## config.mk

```make
export PLATFORM = sky130hd
export DESIGN_NAME = uart_tx_buffer
export DESIGN_NICKNAME = d
export VERILOG_FILES = /design/src/rtl/uart_tx_buffer.sv
export SDC_FILE = /design/constraint.sdc
export NUM_CORES = 1
export LEC_CHECK = 0
export ABC_AREA = 1
export BUFFER_PORTS_ARGS = -buffer_cell sky130_fd_sc_hd__buf_2
export CORE_ASPECT_RATIO = 0.9
export CORE_UTILIZATION = 59
export CTS_CLUSTER_SIZE = 14
export DETAILED_ROUTE_END_ITERATION = 8
export GPL_TIMING_DRIVEN = 0
export PLACE_DENSITY = 0.79
export SETUP_SLACK_MARGIN = 0.3
export SLEW_MARGIN = 20
export SYNTH_ARGS = -nofsm -noshare
export SYNTH_HDL_FRONTEND = slang
export SYNTH_SLANG_ARGS = --single-unit
```

## constraint.sdc

```tcl
create_clock -name clk -period 2.5 [get_ports clk]
set_clock_uncertainty 0.15 [all_clocks]
set_input_delay 0.125 -clock clk [delete_from_list [all_inputs] [get_ports clk]]
set_output_delay 0.125 -clock clk [all_outputs]
set_load 0.005 [all_outputs]
```

## src/rtl/uart_tx_buffer.sv

```systemverilog
// uart_tx_buffer
//   Byte FIFO and send sequencer placed in front of the UART transmitter.
//   Bytes from the core's write port are queued, up to DEPTH of them. The
//   sequencer hands one byte at a time to the transmitter: it loads
//   o_tx_data, pulses o_tx_send for one cycle, and then waits for a rising
//   edge on i_tx_finish before it releases the next byte. o_tx_data stays
//   stable for the whole frame because the transmitter computes parity from
//   its live data input.
//
// Optional feature: define UART_TX_BUFFER_OVERFLOW_EN to build a sticky
//   overflow flag that records writes dropped while the FIFO is full. With
//   the macro undefined, o_overflow is tied low.
//
// Ports
//   clk          in   single clock, rising edge
//   rst          in   synchronous active-high reset
//   i_wr_en      in   write strobe, one byte per cycle
//   i_wr_data    in   [7:0] byte to enqueue
//   o_full       out  count == DEPTH
//   o_empty      out  count == 0
//   o_count      out  [ADDR_W:0] bytes queued, not counting the byte in flight
//   o_tx_data    out  [7:0] registered byte to the transmitter
//   o_tx_send    out  one-cycle send pulse
//   i_tx_finish  in   transmitter finish flag (level, cleared by the next send)
//   o_busy       out  sequencer not idle
//   o_overflow   out  sticky dropped-write flag
module uart_tx_buffer #(
  parameter  int DEPTH  = 8,
  localparam int ADDR_W = $clog2(DEPTH)
) (
  input  logic            clk,
  input  logic            rst,
  input  logic            i_wr_en,
  input  logic [7:0]      i_wr_data,
  output logic            o_full,
  output logic            o_empty,
  output logic [ADDR_W:0] o_count,
  output logic [7:0]      o_tx_data,
  output logic            o_tx_send,
  input  logic            i_tx_finish,
  output logic            o_busy,
  output logic            o_overflow
);

  localparam logic [ADDR_W:0] FULL_CNT = (ADDR_W+1)'(DEPTH);

  typedef enum logic [1:0] {S_IDLE, S_SEND, S_WAIT} state_t;

  state_t            state_q, state_d;
  logic [7:0]        mem_q [DEPTH];
  logic [ADDR_W-1:0] wr_ptr_q, rd_ptr_q;
  logic [ADDR_W:0]   count_q, count_d;
  logic [7:0]        tx_data_q;
  logic              finish_q;
  logic              wr_accept, pop, fin_evt;

  assign o_full    = (count_q == FULL_CNT);
  assign o_empty   = (count_q == '0);
  assign o_count   = count_q;
  assign o_tx_data = tx_data_q;
  assign o_tx_send = (state_q == S_SEND);
  assign o_busy    = (state_q != S_IDLE);

  // Judged on the registered full flag, so a write while full is dropped
  // even when the sequencer pops in the same cycle.
  assign wr_accept = i_wr_en & ~o_full;

  // Only a 0->1 rise counts; a flag still high from the previous frame
  // when WAIT is entered is not a finish.
  assign fin_evt = i_tx_finish & ~finish_q;

  always_comb begin
    state_d = state_q;
    pop     = 1'b0;
    unique case (state_q)
      S_IDLE: begin
        if (!o_empty) begin
          pop     = 1'b1;
          state_d = S_SEND;
        end
      end
      S_SEND:  state_d = S_WAIT;
      S_WAIT:  if (fin_evt) state_d = S_IDLE;
      default: state_d = S_IDLE;
    endcase
  end

  always_comb begin
    count_d = count_q;
    unique case ({wr_accept, pop})
      2'b10:   count_d = count_q + 1'b1;
      2'b01:   count_d = count_q - 1'b1;
      default: count_d = count_q;
    endcase
  end

  // Storage needs no reset; the pointers and count define what is valid.
  always_ff @(posedge clk) begin
    if (wr_accept) mem_q[wr_ptr_q] <= i_wr_data;
  end

  always_ff @(posedge clk) begin
    if (rst) begin
      state_q   <= S_IDLE;
      wr_ptr_q  <= '0;
      rd_ptr_q  <= '0;
      count_q   <= '0;
      tx_data_q <= 8'h00;
      finish_q  <= 1'b0;
    end else begin
      state_q  <= state_d;
      count_q  <= count_d;
      finish_q <= i_tx_finish;
      if (wr_accept) wr_ptr_q <= wr_ptr_q + ADDR_W'(1);
      if (pop) begin
        rd_ptr_q  <= rd_ptr_q + ADDR_W'(1);
        tx_data_q <= mem_q[rd_ptr_q];
      end
    end
  end

`ifdef UART_TX_BUFFER_OVERFLOW_EN
  logic overflow_q;
  always_ff @(posedge clk) begin
    if (rst)                  overflow_q <= 1'b0;
    else if (i_wr_en & o_full) overflow_q <= 1'b1;
  end
  assign o_overflow = overflow_q;
`else
  assign o_overflow = 1'b0;
`endif

endmodule

```

==> results of run 1 <==
[logic make-up (layout without fill, tap and decap cells)]
| kind of cell | after synthesis | after routing |
|---|---|---|
| AND/OR/NAND/NOR | 183 | 183 |
| other | 1 | 1 |
| adder cells (fa/ha/maj) | 5 | 5 |
| XOR/XNOR | 3 | 3 |
| buffers and inverters | 87 | 143 |
| flip-flops | 85 | 85 |
| AO/OA/AOI/OAI | 22 | 22 |
[worst max-delay path: cells and delay by family (launching register included)]
family / cells / cell delay [ns]
buffers and inverters: 2 / 0.16
and+or+nand+nor: 4 / 1.00
DFF: 1 / 0.35
[power by group through the flow]
stage               logic, W  clock network [W]  registers (W)
finish               0.00175            0.00104        0.00180
global route         0.00196            0.00111        0.00182
CTS                  0.00165            0.00106        0.00179
detailed placement   0.00161                  0        0.00182
global placement     0.00155                  0        0.00182
floorplan            0.00113                  0        0.00182
[routing by layer]
layer  GRT usage (%)  vias to the layer above  part of all wire (%)  wire length (um)
met2            41.5                      112                    50              3960
met5               0                        -                     0                 0
met4            10.5                        0                   2.2               172
met3            7.23                       21                   8.3               654
li1                -                     1335                     -                 -
met1            31.8                     1218                    39              3110
[what timing repair did]
action	4_1_cts	5_1_grt
hold endpoints to repair	67	0
setup endpoints to repair	1	24
setup buffers	0	3
hold buffers	10	0
gates resized for setup	2	11
gates cloned	0	0
pin swaps	0	2
[per-stage QoR]
step	hold WS (ns)	utilization [%]	power (W)	area (sq um)
detailed placement	0.237	65.1	0.00343	3980
floorplan	0.0739	-	0.00294	3740
global route	0.0634	71.2	0.00488	4360
finish	0.0512	71.2	0.00459	4360
CTS	0.00591	70.4	0.00450	4310
global placement	0.193	65.1	0.00337	3980
[layout make-up]
cell class                      count  share of cell area [%]
Buffer                             15                    2.70
Sequential cell                    85                    53.9
Timing Repair Buffer               40                    5.92
Multi-Input combinational cell    214                    23.4
Tap cell                           87                    2.50
Clock buffer                       14                    4.25
Clock inverter                      2                   0.833
Inverter                           72                    6.46
[sequential cells by signal (all words and copies together), names as in the netlist]
name,count
mem_q,64
o_tx_data,8
rd_ptr_q,3
o_count,4
wr_ptr_q,3
finish_q,1
state_q,2
[cell usage after synthesis]
master | n | area [sq um]
buf_2 | 4 | 20.0
nand3_1 | 52 | 260
inv_4 | 1 | 6.26
ha_1 | 5 | 62.6
xor2_1 | 1 | 8.76
clkbuf_1 | 2 | 7.51
nand2_2 | 1 | 6.26
nor3_1 | 2 | 10.0
o21ai_0 | 4 | 20.0
nand2_4 | 1 | 11.3
xnor2_1 | 2 | 17.5
a211oi_1 | 2 | 15.0
nand2_1 | 104 | 390
clkinv_1 | 1 | 3.75
clkinv_2 | 1 | 5.00
a21oi_1 | 15 | 75.1
buf_6 | 6 | 67.6
o211ai_1 | 1 | 7.51
nor3b_2 | 1 | 12.5
conb_1 | 1 | 3.75
nor3b_1 | 1 | 7.51
nor2_1 | 18 | 67.6
nand3_2 | 2 | 20.0
nor2_2 | 1 | 6.26
edfxtp_1 | 64 | 1920
inv_2 | 1 | 3.75
inv_1 | 68 | 255
dfxtp_1 | 21 | 420
buf_4 | 3 | 22.5
[path summary, 6_finish.rpt]
kind | start | endpoint | cells after the start
max | o_count[2]$_SDFFE_PP0P_ | mem_q[5][6]$_DFFE_PP_ | 6
min | i_wr_en | wr_ptr_q[1]$_SDFFE_PP0P_ | 4
max reg2reg | o_count[2]$_SDFFE_PP0P_ | mem_q[5][6]$_DFFE_PP_ | 6
min reg2reg | o_tx_data[4]$_SDFFE_PP0P_ | o_tx_data[4]$_SDFFE_PP0P_ | 2
==> run_results.csv, run 1 <==
group,metric,value,unit
synth,synth-simple-area-share,21.2,%
setup_path,max_stage_delay,0.70,ns
pwr,p_clk_share,22.7,%
flow_run,maxCapViolCount,0,
global_routing,grt_usage,25.4,%
drt,wl,7.90,mm
global_routing,grt_max_degree,15,
die,die-area,6650,sq um
timing,slew_violations,0,
drt,drtIter0Drc,236,
setup_path,cp_slowest_cell,"nor2_1",
placed_design,numPortBuffers,27,
cts,clkSinkCount,85,
final_layout,multiInputGateArea,1020,sq um
synth,synthXorXnorAreaFrac,0.703,%
synth,netlist_area,3740,sq um
pwr,leakage,1.95,nW
cts,root_buffer,"clkbuf_8",
die,chipWidth,85.9,um
placed_design,dp_cells,500,
die,die_h,77.5,um
synth,synthDistinctLibCells,29,
setup_path,arrival,1.86,ns
final_layout,areaGrowthSynthToFinish,16.6,%
timing,setup_ws,0.459,ns
final_layout,fin_nets,454,
global_routing,antenna_found_initial,0,
synth,synth_top_family_by_area,"simple AND/OR/NAND/NOR gates",
timing,worstMarginPinSlew,0.935,ns
placed_design,detailedPlace.worstSlack,0.281,ns
final_layout,final_common_cell,"nand2_1",
synth,synthMuxAreaShare,0,%
setup_path,worstSetupEndpointType,"register",
final_layout,drive_above_1_share,16.7,%
die,rows,27,
drt,route.vias.total,2686,
synth,ys_ff_latch,85,
drt,via_per_inst,5.08,
synth,yosys.area_share.adder,1.67,%
run_status,outcome,"completed",
global_routing,grt_pass1_wl,12.3,mm
final_layout,antennaDiodeCount,0,
setup_path,crit_path_max_fanout,8,
timing,fin_crit_sh,81.6,%
pwr,comb_power_share,38.1,%
synth,syn-num-nets,403,
timing,finalSetupTns,0,ns
die,initial_core_util,61.1,%
timing,final-hold-violation-count,0,
cts,cts_tree,"yes",
global_routing,grt.overflow.total,0,
global_routing,grt_pass1_vias,2556,
cts,cts.clk_slew.worst_paths,0.08,ns
cts,cts_buffers,9,
setup_path,cp-start-kind,"register",
synth,synth_cells,386,
final_layout,layout.cells.non_filler,529,
pwr,p_per_area,1050,nW/um^2
timing,fin_crit,2.04,ns
pwr,swShare,35.6,%
synth,ys_seq_area_share,62.7,%
timing,max_freq,490,MHz
drt,drc,0,
final_layout,most-common-layout-cells,"nand2_1, inv_1, edfxtp_1",
drt,wl_per_cell,14.9,um
die,coreArea,6110,sq um
final_layout,fill_cells,439,
pwr,pwr-share-seq,39.2,%
pwr,switchingPower,0.00163,W
cts,h-tree-depth,3,
synth,synth_area_per_cell,9.68,sq um
cts,clk_path_buf_depth,2,
synth,synth_warnings,0,
pwr,ir_drop,633,uV
synth,synth_compound_area_share,3.15,%
die,boundaryPins,29,
final_layout,seqCellArea,2350,sq um
drt,ant_nets,0,
cts,clock_latency,0.35,ns
pwr,intPower,0.00296,W
setup_path,crit_type,"reg -> reg",
setup_path,crit_chain,"inv_1 > nand3_2 > nand2_4 > nor2_1 > inv_1 > nor2_1",
setup_path,r2r_slack,0.46,ns
drt,firstDrtPassIters,4,
placed_design,gp_congestion,0.895,
hold_path,holdCritPathClass,"in -> reg",
timing,relSlewSlack,37.4,%
placed_design,dpl.hpwl,5.12,mm
timing,setup_viol,0,
timing,rsz0062_at_grt,"no",
setup_path,critical_path_required,2.32,ns
(Power assumes the default switching activity.)
==> run 2: changes to the inputs <==
--- a/config.mk
+++ b/config.mk
@@ -8,11 +8,11 @@
 export ABC_AREA = 1
 export BUFFER_PORTS_ARGS = -buffer_cell sky130_fd_sc_hd__buf_2
 export CORE_ASPECT_RATIO = 0.9
-export CORE_UTILIZATION = 59
+export CORE_UTILIZATION = 53
 export CTS_CLUSTER_SIZE = 14
 export DETAILED_ROUTE_END_ITERATION = 8
 export GPL_TIMING_DRIVEN = 0
-export PLACE_DENSITY = 0.79
+export PLACE_DENSITY = 0.75
 export SETUP_SLACK_MARGIN = 0.3
 export SLEW_MARGIN = 20
 export SYNTH_ARGS = -nofsm -noshare
==> constraint.sdc (replaced) <==
create_clock -name clk -period 1.78 [get_ports clk]
set_clock_uncertainty 0.15 [all_clocks]
set_input_delay 0.089 -clock clk [delete_from_list [all_inputs] [get_ports clk]]
set_output_delay 0.089 -clock clk [all_outputs]
set_load 0.005 [all_outputs]
==> run 2 against run 1 <==
  * The run now ends with negative setup slack left
  * Count of clock-buffer cells in the layout shrank 5
  * First-iteration DRC count is 35% lower
  * Clock power increased by 33%
==> run_results.csv, run 2 (same netlist as run 1, synthesis figures left out) <==
group,metric,value,unit
global_routing,grt_usage,23.9,%
timing,max_freq,523,MHz
timing,final-hold-violation-count,0,
final_layout,multiInputGateArea,1190,sq um
die,rows,28,
cts,cts.clk_slew.worst_paths,0.09,ns
final_layout,areaGrowthSynthToFinish,27.8,%
setup_path,r2r_end,"o_count[3]$_SDFFE_PP0P_",
cts,root_buffer,"clkbuf_8",
cts,clkSinkCount,85,
global_routing,grt_pass1_wl,12.7,mm
setup_path,crit_path_max_fanout,4,
setup_path,worst_r2r_path_depth,14,
drt,ant_nets,0,
placed_design,gp_congestion,0.792,
final_layout,seqCellArea,2350,sq um
setup_path,worstSetupEndpointType,"register",
timing,whs,0.0304,ns
global_routing,antenna_found_initial,0,
final_layout,largest_reg_flops,64,
hold_path,hold_start,"i_wr_en",
pwr,p_per_area,1470,nW/um^2
cts,h-tree-depth,3,
pwr,comb_power_share,44.2,%
die,coreArea,6690,sq um
cts,clock_latency,0.36,ns
drt,drc,0,
pwr,ir_drop,941,uV
final_layout,layout.cells.non_filler,547,
setup_path,cp-start-kind,"register",
run_status,violations,"negative setup slack",
final_layout,fin_nets,469,
placed_design,dp_cells,503,
global_routing,grt_pass1_vias,2575,
timing,finalSetupTns,-0.244,ns
die,initial_core_util,55.8,%
final_layout,antennaDiodeCount,0,
run_status,outcome,"complete, but fails checks",
placed_design,dpl.hpwl,5.10,mm
timing,relSlewSlack,61.8,%
die,boundaryPins,29,
pwr,switchingPower,0.00262,W
pwr,p_clk_share,19.6,%
placed_design,detailedPlace.worstSlack,-0.217,ns
die,chipWidth,90.5,um
drt,drtIter0Drc,153,
cts,cts_buffers,9,
hold_path,holdCritPathClass,"in -> reg",
timing,setup_viol,3,
die,die-area,7390,sq um
global_routing,grt.overflow.total,0,
setup_path,r2r_slack,-0.13,ns
setup_path,crit_path_start,"o_count[1]$_SDFFE_PP0P_",
setup_path,crit_type,"reg -> reg",
flow_run,maxCapViolCount,0,
final_layout,final_common_cell,"nand2_1",
timing,fin_crit_sh,108,%
final_layout,largest_register,"mem_q",
pwr,leakage,2.07,nW
setup_path,cp-endpoint,"o_count[3]$_SDFFE_PP0P_",
pwr,pwr-share-seq,36.2,%
cts,clk_path_buf_depth,2,
die,die_h,81.7,um
setup_path,critical_path_required,1.89,ns
global_routing,grt_max_degree,16,
cts,cts_tree,"yes",
pwr,intPower,0.00439,W
drt,firstDrtPassIters,5,
setup_path,r2r_start,"o_count[1]$_SDFFE_PP0P_",
timing,rsz0062_at_grt,"yes",
pwr,swShare,37.4,%
placed_design,numPortBuffers,27,
drt,wl_per_cell,15.8,um
final_layout,drive_above_1_share,24.9,%
final_layout,fill_cells,474,
timing,setup_ws,-0.134,ns
drt,route.vias.total,2818,
drt,via_per_inst,5.15,
final_layout,most-common-layout-cells,"nand2_1, inv_1, edfxtp_1",
timing,slew_violations,0,
timing,worstMarginPinSlew,0.573,ns
final_layout,utilization,71.3,%
timing,fin_crit,1.91,ns
drt,wl,8.66,mm
setup_path,arrival,2.03,ns
## run 2: cell types whose count changed in the layout (fill, tap and decap cells not counted), sizes merged
cell | before | now
buf | 43 | 56
clkinvlp | 0 | 1
inv | 71 | 73
clkbuf | 16 | 13
clkinv | 2 | 4
## run 2: power by group through the flow
stage	logic, W	clock network (W)	registers (W)
finish	0.00310	0.00138	0.00253
global route	0.00338	0.00146	0.00255
CTS	0.00275	0.00137	0.00252
detailed placement	0.00231	0	0.00258
global placement	0.00226	0	0.00257
floorplan	0.00165	0	0.00257
## run 2: layer usage
| layer | up-vias | routed length (um) | track usage, % |
|---|---|---|---|
| li1 | 1370 | - | - |
| met1 | 1324 | 3490 | 28.8 |
| met2 | 104 | 4350 | 41.4 |
| met3 | 20 | 602 | 5.65 |
| met4 | 0 | 214 | 11.1 |
| met5 | - | 0 | 0 |
## run 2: worst min path at each step
stage,endpoint,slack (ns),depth (start not counted)
finish,wr_ptr_q[0]$_SDFFE_PP0P_,0.03,3
global route,wr_ptr_q[0]$_SDFFE_PP0P_,0.02,3
CTS,wr_ptr_q[0]$_SDFFE_PP0P_,0.04,3
detailed placement,finish_q$_SDFF_PP0_,0.18,3
global placement,finish_q$_SDFF_PP0_,0.16,3
floorplan,mem_q[0][0]$_DFFE_PP_,0.04,0
## run 2: final cells by class
class	count	share of cell area, %
Sequential cell	85	49.3
Multi-Input combinational cell	214	25.0
Timing Repair Buffer	55	10.1
Inverter	72	6.19
Buffer	15	2.94
Clock buffer	9	2.60
Tap cell	90	2.36
Clock inverter	7	1.52
## run 2: critical path, cell delays in order, from the launching register on
cell and delay [ns]:
dfxtp_4 0.37, nor2_4 0.17, nand3_4 0.10, nand2_4 0.11, inv_8 0.04, ha_4 0.17
nand2_2 0.06, inv_2 0.05, nor2_4 0.11, buf_4 0.12, nand3_1 0.09, nand3_1 0.09
nand3_1 0.08, nand2_1 0.07, inv_1 0.04
## run 2: metrics by stage
| step | instance area, sq um | power (W) |
|---|---|---|
| 5_1_grt | 4770 | 0.00740 |
| 3_3_place_gp | 4060 | 0.00483 |
| 4_1_cts | 4650 | 0.00664 |
| 2_1_floorplan | 3810 | 0.00422 |
| 6_report | 4770 | 0.00700 |
| 3_5_place_dp | 4060 | 0.00489 |
## run 2: what timing repair did
action / 4_1_cts / 5_1_grt
pin swaps: 19 / 12
setup endpoints to repair: 77 / 79
resized for setup: 25 / 23
cloned: 0 / 1
endpoints found under the hold margin: 67 / 0
setup buffers: 15 / 2
hold buffers: 10 / 0
==> run 3: changes to the inputs <==
--- a/config.mk
+++ b/config.mk
@@ -6,13 +6,13 @@
 export NUM_CORES = 1
 export LEC_CHECK = 0
 export ABC_AREA = 1
-export BUFFER_PORTS_ARGS = -buffer_cell sky130_fd_sc_hd__buf_2
 export CORE_ASPECT_RATIO = 0.9
-export CORE_UTILIZATION = 53
+export CORE_UTILIZATION = 56
 export CTS_CLUSTER_SIZE = 14
 export DETAILED_ROUTE_END_ITERATION = 8
+export DONT_BUFFER_PORTS = 1
 export GPL_TIMING_DRIVEN = 0
-export PLACE_DENSITY = 0.75
+export PLACE_DENSITY = 0.74
 export SETUP_SLACK_MARGIN = 0.3
 export SLEW_MARGIN = 20
 export SYNTH_ARGS = -nofsm -noshare
==> run 3 against run 2 <==
  * The run still ends with negative setup slack left
  * Hold slack better by 0.017 ns
  * Sequential share of layout area up 0.59 points
  * Power shrank 0.24%
  * Sequential power rose by 3%
  * Sequential cell count stayed put
  * Critical path depth fell by 2
  * Highest routed layer unchanged
==> run_results.csv, run 3 (same netlist as run 1, synthesis figures left out) <==
group,metric,value,unit
die,boundaryPins,29,
drt,ant_nets,0,
pwr,leakage,1.98,nW
final_layout,drive_above_1_share,22.1,%
hold_path,hold_depth,2,
setup_path,r2r_end,"o_count[2]$_SDFFE_PP0P_",
final_layout,largest_register,"mem_q",
final_layout,fill_cells,395,
drt,wl_per_cell,17.8,um
die,chipWidth,88.1,um
setup_path,arrival,2.08,ns
setup_path,r2r_start,"o_count[1]$_SDFFE_PP0P_",
cts,cts.clk_slew.worst_paths,0.08,ns
timing,fin_crit,1.97,ns
pwr,intPower,0.00429,W
cts,clkSinkCount,85,
cts,root_buffer,"clkbuf_8",
global_routing,grt_pass1_wl,13.6,mm
timing,finalSetupTns,-0.421,ns
setup_path,worst_r2r_path_depth,12,
setup_path,r2r_slack,-0.19,ns
hold_path,hold_start,"rst",
pwr,comb_power_share,45.8,%
timing,setup_ws,-0.190,ns
cts,clk_path_buf_depth,2,
final_layout,antennaDiodeCount,0,
setup_path,worstSetupEndpointType,"register",
setup_path,cp_slowest_cell,"dfxtp_4",
cts,cts_tree,"yes",
die,die_h,79.5,um
global_routing,grt.overflow.total,0,
setup_path,crit_path_start,"o_count[1]$_SDFFE_PP0P_",
final_layout,most-common-layout-cells,"nand2_1, inv_1, edfxtp_1",
drt,drtIter0Drc,208,
die,coreArea,6280,sq um
pwr,switchingPower,0.00269,W
drt,route.vias.total,2781,
setup_path,crit_type,"reg -> reg",
run_status,outcome,"complete, but fails checks",
placed_design,gp_congestion,0.782,
setup_path,crit_chain,"nor2_4 > nand3_4 > nand2_4 > inv_8 > ha_4 > nor2_4 > nor2_4 > ha_4 > a21oi_2 > xnor2_1 > o21ai_1 > inv_1",
setup_path,critical_path_required,1.89,ns
final_layout,final_common_cell,"nand2_1",
final_layout,fin_nets,446,
setup_path,crit_path_frequent_cell,"nor2_4",
final_layout,areaGrowthSynthToFinish,26.5,%
pwr,swShare,38.6,%
die,rows,27,
cts,cts_buffers,9,
timing,setup_viol,3,
hold_path,holdCritPathClass,"in -> reg",
drt,via_per_inst,5.34,
setup_path,max_stage_delay,0.40,ns
placed_design,numPortBuffers,0,
pwr,pwr-share-seq,37.4,%
cts,h-tree-depth,3,
placed_design,dp_cells,473,
drt,drc,0,
drt,firstDrtPassIters,5,
pwr,p_clk_share,16.8,%
cts,clock_latency,0.36,ns
timing,slew_violations,0,
drt,wl,9.29,mm
pwr,ir_drop,1120,uV
global_routing,grt_pass1_vias,2674,
setup_path,cp-start-kind,"register",
setup_path,cp-endpoint,"o_count[2]$_SDFFE_PP0P_",
global_routing,grt_usage,27.7,%
timing,worstMarginPinSlew,0.569,ns
timing,final-hold-violation-count,0,
die,initial_core_util,59.5,%
final_layout,layout.cells.non_filler,521,
timing,relSlewSlack,62.1,%
global_routing,grt_max_degree,14,
pwr,p_per_area,1480,nW/um^2
run_status,violations,"negative setup slack",
timing,fin_crit_sh,111,%
placed_design,dpl_cell_area,3920,sq um
timing,rsz0062_at_grt,"yes",
flow_run,maxCapViolCount,0,
die,die-area,7000,sq um
final_layout,largest_reg_flops,64,
timing,max_freq,508,MHz
global_routing,antenna_found_initial,0,
pwr,power.total,0.00699,W
final_layout,finalInstanceArea,4730,sq um
setup_path,crit_path_max_fanout,6,
placed_design,dpl.hpwl,5.21,mm
[run 3: changes by cell type in the layout (fill, tap and decap cells not counted), moves of 3 or more]
cell	change
nand3_2	+5
nand3_1	-5
buf_2	-24
buf_4	-5
clkinv_2	+3
buf_6	+4
[run 3: critical path: cells and delay by family, from the launching register on]
family          cells  cell delay (ns)
xor+xnor            1             0.09
compound gates      2             0.25
buf+inv             2             0.09
fa+ha+maj           2             0.32
flops               1             0.40
simple gates        5             0.56
[run 3: metrics by stage]
step                      util, %  worst slack (ns)  hold WS, ns
final                        75.2            -0.190       0.0472
after global routing         75.2            -0.289       0.0615
after CTS                    72.7            -0.125       0.0292
after detailed placement     62.3            -0.256       0.0381
after global placement       62.3            -0.172       0.0382
after floorplan                 -           -0.0501       0.0379
[run 3: how the worst min path moves through the flow]
stage	end	slack, ns
6_report	o_tx_data[4]$_SDFFE_PP0P_	0.05
5_1_grt	o_tx_data[4]$_SDFFE_PP0P_	0.06
4_1_cts	o_tx_data[4]$_SDFFE_PP0P_	0.03
3_5_place_dp	mem_q[4][2]$_DFFE_PP_	0.04
3_3_place_gp	mem_q[5][2]$_DFFE_PP_	0.04
2_1_floorplan	mem_q[0][0]$_DFFE_PP_	0.04
[run 3: per-layer routing]
metal | routed length (um) | vias to the layer above | track usage, % | share of wire, %
li1 | - | 1322 | - | -
met1 | 3580 | 1308 | 34.0 | 39
met2 | 4740 | 127 | 45.3 | 51
met3 | 696 | 24 | 7.34 | 7.5
met4 | 264 | 0 | 13.2 | 2.8
met5 | 0 | - | 0 | 0
[run 3: power by group through the flow]
stage / clock network [W] / registers, W / logic, W
6_report: 0.00117 / 0.00261 / 0.00320
5_1_grt: 0.00125 / 0.00264 / 0.00347
4_1_cts: 0.00118 / 0.00259 / 0.00278
3_5_place_dp: 0 / 0.00262 / 0.00214
3_3_place_gp: 0 / 0.00261 / 0.00207
2_1_floorplan: 0 / 0.00257 / 0.00165
[run 3: layout make-up]
type	instances	area, sq um	area share [%]
Clock buffer	12	135	2.86
Tap cell	87	109	2.30
Clock inverter	4	25.0	0.529
Multi-Input combinational cell	214	1230	26.1
Timing Repair Buffer	32	439	9.29
Sequential cell	85	2360	49.9
Buffer	15	133	2.81
Inverter	72	295	6.25
[run 3: timing repair]
| action | 4_1_cts | 5_1_grt |
|---|---|---|
| resized for setup | 33 | 31 |
| pin swaps | 17 | 16 |
| gates cloned | 1 | 1 |
| buffers inserted | 14 | 4 |
| endpoints found under the setup margin | 77 | 80 |
| hold endpoints to repair | 72 | 0 |
| hold buffers | 12 | 0 |
